===== config.mk =====
export PLATFORM = sky130hd
export DESIGN_NAME = fetch_unit_flat
export DESIGN_NICKNAME = d
export VERILOG_FILES = /design/src/rtl/fetch_unit_if.sv /design/src/rtl/fetch_unit.sv /design/src/flat_wrapper.sv
export SDC_FILE = /design/constraint.sdc
export NUM_CORES = 1
export LEC_CHECK = 0
export ABC_AREA = 1
export ABC_CLOCK_PERIOD_IN_PS = 2300
export BUFFER_PORTS_ARGS = -buffer_cell sky130_fd_sc_hd__buf_2
export CAP_MARGIN = 20
export CORE_MARGIN = 5
export CORE_UTILIZATION = 24
export CTS_CLUSTER_SIZE = 10
export DETAILED_ROUTE_END_ITERATION = 6
export PLACE_DENSITY_LB_ADDON = 0.25
export REMOVE_ABC_BUFFERS = 1
export SYNTH_ARGS = -nofsm -noshare
export SYNTH_HDL_FRONTEND = slang
export SYNTH_SLANG_ARGS = --single-unit

===== constraint.sdc =====
create_clock -name CLOCK_50 -period 2.3 [get_ports CLOCK_50]
set_clock_uncertainty 0.15 [all_clocks]
set_input_delay 0.345 -clock CLOCK_50 [delete_from_list [all_inputs] [get_ports CLOCK_50]]
set_output_delay 0.345 -clock CLOCK_50 [all_outputs]
set_load 0.05 [all_outputs]

===== src/rtl/fetch_unit_if.sv =====
// rtl/fetch_unit_if.sv - fetch unit bus bundle (instruction memory, decoder, redirect, status)
interface fetch_unit_if #(
  parameter int PC_WIDTH = 16
);
  // Pacing and flow control from the core
  logic                step_en;
  logic                halt;

  // Instruction memory read port
  logic                imem_en;
  logic [PC_WIDTH-1:0] imem_addr;
  logic [15:0]         imem_rdata;

  // Decoder handshake
  logic [15:0]         fetchoutput;
  logic                fetch_valid;
  logic                decode_ready;

  // Redirect request
  logic                branch_valid;
  logic [PC_WIDTH-1:0] branch_target;

  // Status
  logic [PC_WIDTH-1:0] pc;
  logic [15:0]         instr_count;

  // Fetch unit side
  modport master (
    input  step_en, halt, imem_rdata, decode_ready, branch_valid, branch_target,
    output imem_en, imem_addr, fetchoutput, fetch_valid, pc, instr_count
  );

  // Environment side (memory, decoder, branch unit)
  modport slave (
    output step_en, halt, imem_rdata, decode_ready, branch_valid, branch_target,
    input  imem_en, imem_addr, fetchoutput, fetch_valid, pc, instr_count
  );
endinterface


===== src/rtl/fetch_unit.sv =====
// rtl/fetch_unit.sv - single-entry instruction fetch stage with redirect and handshake counter
module fetch_unit #(
  parameter int          PC_WIDTH = 16,
  parameter int unsigned RESET_PC = 0
) (
  input  logic          CLOCK_50,
  input  logic          reset,
  fetch_unit_if.master  bus
);

  typedef enum logic [1:0] {
    IDLE = 2'd0,
    WAIT = 2'd1,
    FULL = 2'd2
  } state_t;

  localparam logic [PC_WIDTH-1:0] PC_INIT = PC_WIDTH'(RESET_PC);
  localparam logic [PC_WIDTH-1:0] PC_ONE  = PC_WIDTH'(1);

  state_t              state;
  logic [PC_WIDTH-1:0] pc_q;
  logic [15:0]         fetch_q;
  logic                valid_q;
  logic [15:0]         count_q;
  logic                handshake;

  // A read may only be launched from IDLE; a redirect in the same cycle wins,
  // and reset suppresses the strobe so no read is issued while held in reset.
  assign bus.imem_en   = (state == IDLE) & bus.step_en & ~bus.halt &
                         ~bus.branch_valid & ~reset;
  assign bus.imem_addr = pc_q;

  // The decoder consumes the word only when it is actually being presented.
  assign handshake = valid_q & bus.decode_ready;

  assign bus.pc          = pc_q;
  assign bus.fetchoutput = fetch_q;
  assign bus.fetch_valid = valid_q;
  assign bus.instr_count = count_q;

  // Fetch FSM with registered outputs; redirect overrides every state-local event.
  always_ff @(posedge CLOCK_50) begin
    if (reset) begin
      state   <= IDLE;
      pc_q    <= PC_INIT;
      fetch_q <= 16'h0000;
      valid_q <= 1'b0;
      count_q <= 16'h0000;
    end else begin
      // A handshake is counted even when a redirect lands in the same cycle.
      if (handshake) begin
        count_q <= count_q + 16'h0001;
      end

      if (bus.branch_valid) begin
        // Any read in flight is dropped; fetchoutput keeps its last value.
        pc_q    <= bus.branch_target;
        valid_q <= 1'b0;
        state   <= IDLE;
      end else begin
        case (state)
          IDLE: begin
            if (bus.imem_en) begin
              state <= WAIT;
            end
          end
          WAIT: begin
            // Memory data is valid one cycle after the strobe.
            fetch_q <= bus.imem_rdata;
            valid_q <= 1'b1;
            pc_q    <= pc_q + PC_ONE;
            state   <= FULL;
          end
          FULL: begin
            if (handshake) begin
              valid_q <= 1'b0;
              state   <= IDLE;
            end
          end
          default: begin
            valid_q <= 1'b0;
            state   <= IDLE;
          end
        endcase
      end
    end
  end

endmodule


===== src/flat_wrapper.sv =====
// flat-port wrapper written by rule: the top's interface ports become plain ports
module fetch_unit_flat 
#(
  parameter int          PC_WIDTH = 16,
  parameter int unsigned RESET_PC = 0
)
  (CLOCK_50, reset, bus_step_en, bus_halt, bus_imem_rdata, bus_decode_ready, bus_branch_valid, bus_branch_target, bus_imem_en, bus_imem_addr, bus_fetchoutput, bus_fetch_valid, bus_pc, bus_instr_count);
  fetch_unit_if #(.PC_WIDTH(PC_WIDTH)) bus_i ();
  input  logic CLOCK_50;
  input  logic reset;
  input wire logic [$bits(bus_i.step_en)-1:0] bus_step_en;
  input wire logic [$bits(bus_i.halt)-1:0] bus_halt;
  input wire logic [$bits(bus_i.imem_rdata)-1:0] bus_imem_rdata;
  input wire logic [$bits(bus_i.decode_ready)-1:0] bus_decode_ready;
  input wire logic [$bits(bus_i.branch_valid)-1:0] bus_branch_valid;
  input wire logic [$bits(bus_i.branch_target)-1:0] bus_branch_target;
  output wire logic [$bits(bus_i.imem_en)-1:0] bus_imem_en;
  output wire logic [$bits(bus_i.imem_addr)-1:0] bus_imem_addr;
  output wire logic [$bits(bus_i.fetchoutput)-1:0] bus_fetchoutput;
  output wire logic [$bits(bus_i.fetch_valid)-1:0] bus_fetch_valid;
  output wire logic [$bits(bus_i.pc)-1:0] bus_pc;
  output wire logic [$bits(bus_i.instr_count)-1:0] bus_instr_count;
  assign bus_i.step_en = bus_step_en;
  assign bus_i.halt = bus_halt;
  assign bus_i.imem_rdata = bus_imem_rdata;
  assign bus_i.decode_ready = bus_decode_ready;
  assign bus_i.branch_valid = bus_branch_valid;
  assign bus_i.branch_target = bus_branch_target;
  assign bus_imem_en = bus_i.imem_en;
  assign bus_imem_addr = bus_i.imem_addr;
  assign bus_fetchoutput = bus_i.fetchoutput;
  assign bus_fetch_valid = bus_i.fetch_valid;
  assign bus_pc = bus_i.pc;
  assign bus_instr_count = bus_i.instr_count;
  fetch_unit #(.PC_WIDTH(PC_WIDTH), .RESET_PC(RESET_PC)) u_core (.CLOCK_50(CLOCK_50), .reset(reset), .bus(bus_i));
endmodule

**After elaboration in Yosys (flattened, before gate mapping)**

Index checks and enable logic that the tools add are counted.

- Bitwise logic cells: 9
- Add/sub/neg operators: 2
- Reduce and logical (&&, ||, !) cells: 6
- Equal/unequal tests: 4
- Mux-type cells: 7

Operators by type and width:

| kind | number |
|---|---|
| $add A16 B1 Y16 const B | 2 |
| $mux W16 | 2 |
| $pmux W2 S3 | 1 |
| $reduce_and A2 Y1 | 3 |
| $and A1 B1 Y1 | 5 |
| $mux W2 | 2 |
| $not A1 Y1 | 4 |
| $pmux W1 S3 | 1 |
| $eq A2 B1 Y1 const B | 1 |
| $eq A2 B2 Y1 const B | 1 |
| $logic_not A2 Y1 | 1 |
| $ne A2 B1 Y1 const B | 1 |
| $ne A2 B2 Y1 const B | 1 |
| $reduce_bool A2 Y1 | 1 |
| $reduce_or A2 Y1 | 1 |
| $mux W1 | 1 |

- Register bits: 51
- Word-level logic and storage cells: 33
- Bits of input ports: 38

**Logic depth before layout (Yosys ltp)**

- Word-level depth: 7
- Gate-level depth with buffers: 10

**Worst setup path before layout**

Ideal clock, no wire load.

- Path kind: input to output
- Start: in bus_branch_valid
- End: out bus_imem_en
- Required time: 1.805 ns
- Path slack: 0.006 ns
- Stages: 4
- Data arrival time: 1.799 ns
- Cells stage by stage: inv_2 buf_2 nand2_1 nor3_1

- Cells in the longest elaborated chain, start to end: 3

RTL lines:

| what | line | RTL |
|---|---|---|
| from (decl) | flat_wrapper.sv:15 | `input wire logic [$bits(bus_i.branch_valid)-1:0] bus_branch_valid;` |
| $not A1 Y1 | fetch_unit.sv:30 | `~bus.branch_valid & ~reset;` |
| $and A1 B1 Y1 | fetch_unit.sv:29 | `assign bus.imem_en = (state == IDLE) & bus.step_en & ~bus.halt &` |
| $and A1 B1 Y1 | fetch_unit.sv:30 |  |
| to (decl) | flat_wrapper.sv:17 | `output wire logic [$bits(bus_i.imem_en)-1:0] bus_imem_en;` |

Every way passes these cells.

**Final worst setup path**

Ends and elaborated chain as after synthesis.

==> flow_summary.ini <==
[worst_hold_path]
hold_path_class = in2reg
whs_path_depth = 2

[die]
die-area_um2 = 13400
chipWidth_um = 116
pin_count = 104
initial_core_util = 0.246
dieHeight_um = 116
num_rows = 38
core_um2 = 10900

[yosys]
yosys_warnings = 0
synth-seq-area-share = 0.379
synth.avg_cell_area_um2 = 7.06
ys_types = 37
syn_inst = 381
synth-seq-cells = 51
syn_area_um2 = 2690

[final_layout]
final_cells = 611
area_delta_synth_final_pct = 26.5
drive_above_1_share = 0.306
register_area_um2 = 1020
antenna_cells_inserted = 0
multi_input_area_um2 = 1360
nFillCells = 1226
nets = 510

[run_status]
outcome = finished clean

[global_routing]
overflow = 0
grt_max_degree = 40
grtUsageTotal = 0.118
grt_pass1_vias = 2598
antenna_found_initial = 0
grt_first_pass_wirelength_um = 12800

[pwr]
swShare = 0.298
power_per_cell_area_nw_per_um2 = 594
power_mw = 2.02
p_int_mw = 1.42
p_clk_frac = 0.383
p_leak_nw = 1.60
peakVddDrop_mv = 0.283
power_frac_seq = 0.462
switchingPower_mw = 0.602
power_frac_comb = 0.155

[worst_setup_path]
cp-end-kind = output port
worst_setup_path_start_kind = input port
critPathMaxFanout = 12
reg2reg_depth = 10
critical_path_class = in2out
cp.arrival_ns = 1.30
ff2ff_setup_slack_ns = 0.64
worstPathRequired_ns = 1.80

[sta]
finalWorstSetupSlack_ns = 0.501
worstMarginPinSlew_ns = 0.491
fmaxAchievable_ghz = 0.556
finalCriticalPeriod_ns = 1.80
rsz0062_at_grt = false
finalSetupViolCount = 0
fin_hold_ws_ns = 0.0798
relSlewSlack = 0.673
drv_slew = 0
hold_viol = 0
period_share = 0.782

[detailed_routing]
wl_um = 7820
routedWlPerCell_um = 12.8
drt_first_pass_iters = 4
drt_iter0_drc = 126
vias = 2667
via_per_inst = 4.36
drcViolationCount = 0
antenna_left = 0

[clock_network]
cts_made_buffers = 5
clock_sinks = 51
clock_latency_ns = 0.29
root_buffer = clkbuf_16
cts_max_path_buffers = 2
cts_resized = 0
htreeDepth = 2
hold_buffers = 0
cts_setup_buffers = 0
cts_tree = done
clk_pin_slew_ns = 0.07

[placement]
place_ws_ns = 0.481
dpl.hpwl_um = 5840
io_buffers = 103
gp_congestion = 0.775
dp_cells = 603

[flow_run]
cap_violations = 0
[state kept, by name (all words and copies together) (netlist names)]
signal,count
u_core.bus.fetchoutput,16
u_core.bus.imem_addr,16
u_core.bus.instr_count,16
u_core.state,2
u_core.bus.fetch_valid,1
[per-layer routing]
layer / part of all wire / GRT usage / vias to the layer above
met5: 0 / 0 / -
met1: 0.47 / 0.162 / 1186
met3: 0.073 / 0.0261 / 5
met2: 0.45 / 0.191 / 80
met4: 0.0059 / 0.0255 / 0
li1: - / - / 1396
[placed cells by master, fill, tap and decap left out, drive strengths merged, types with 6 or more instances in the layout]
cell type / synthesis / routed
nor3: 6 / 6
nand4: 7 / 7
buf: 21 / 107
a21oi: 36 / 36
nor2: 41 / 41
a31oi: 10 / 10
clkbuf: 4 / 6
nand2: 112 / 112
dfxtp: 51 / 51
nand3: 23 / 23
o21ai: 14 / 14
inv: 38 / 38
[kinds of logic after synthesis]
kind of cell / Yosys count / synth area share
AND/OR/NAND/NOR: 193 / 0.347
AO/OA/AOI/OAI: 67 / 0.137
buffers and inverters: 65 / 0.117
flip-flops: 51 / 0.379
XOR/XNOR: 3 / 0.00976
adder cells (fa/ha/maj): 2 / 0.00930
[stage by stage]
stage	util	TNS, ns	instance area, um^2
after floorplan	-	-0.00245	2530
after global placement	0.297	0	3250
after detailed placement	0.297	0	3250
after CTS	0.311	0	3400
after global routing	0.311	0	3400
final	0.311	0	3400
[Yosys cell counts]
master      n  area, um^2
o21bai_1    1        7.51
dfxtp_1    51        1020
nand3_2     1        10.0
o211ai_1    2        15.0
nor2_8      1        20.0
inv_2       4        15.0
ha_1        2        25.0
xnor2_1     1        8.76
o21a_1      1        7.51
a211oi_1    2        15.0
clkbuf_1    4        15.0
nand2_1   103         387
nand4_1     7        43.8
nand2_2     4        25.0
buf_2       2        10.0
a21o_1      1        7.51
nor3_1      5        25.0
nand3_1    22         110
nor2_4      7        78.8
a21oi_1    35         175
nor3_4      1        16.3
a21oi_2     1        8.76
o21ai_0    11        55.1
nor3b_1     2        15.0
buf_4      18         135
clkinv_2    1        5.00
a31oi_1    10        62.6
inv_1      34         128
xor2_1      2        17.5
or2_2       1        6.26
nand2_4     5        56.3
o21ai_1     3        15.0
clkinv_1    1        3.75
nor2_2      2        12.5
nor3b_2     1        12.5
nor2_1     31         116
buf_1       1        3.75
[worst max-delay path, stage by stage]
cell     delay, ns
buf_2         0.11
inv_2         0.20
nand2_1       0.16
nor3_1        0.19
buf_2         0.29
[worst paths after layout]
kind | startpoint | end
max | bus_branch_valid | bus_imem_en
min | bus_halt | u_core.state[0]
max reg2reg | u_core.bus.instr_count[0] | u_core.bus.instr_count[14]
min reg2reg | u_core.bus.fetchoutput[3] | u_core.bus.fetchoutput[3]
[cell type report]
class,count,share of cell area
tap,140,0.0515
clock buffer,6,0.0408
timing repair buffer,107,0.160
sequential,51,0.300
clock inverter,2,0.00478
multi-input combinational,265,0.398
inverter,40,0.0445
[power groups by stage]
stage	clock (mW)	sequential, mW	combinational, mW
detailed placement	0	0.956	0.315
global placement	0	0.955	0.315
floorplan	0	1.08	0.0724
finish	0.775	0.935	0.313
global route	0.856	0.940	0.337
CTS	0.817	0.935	0.316
Power figures use the tool's default switching activity.
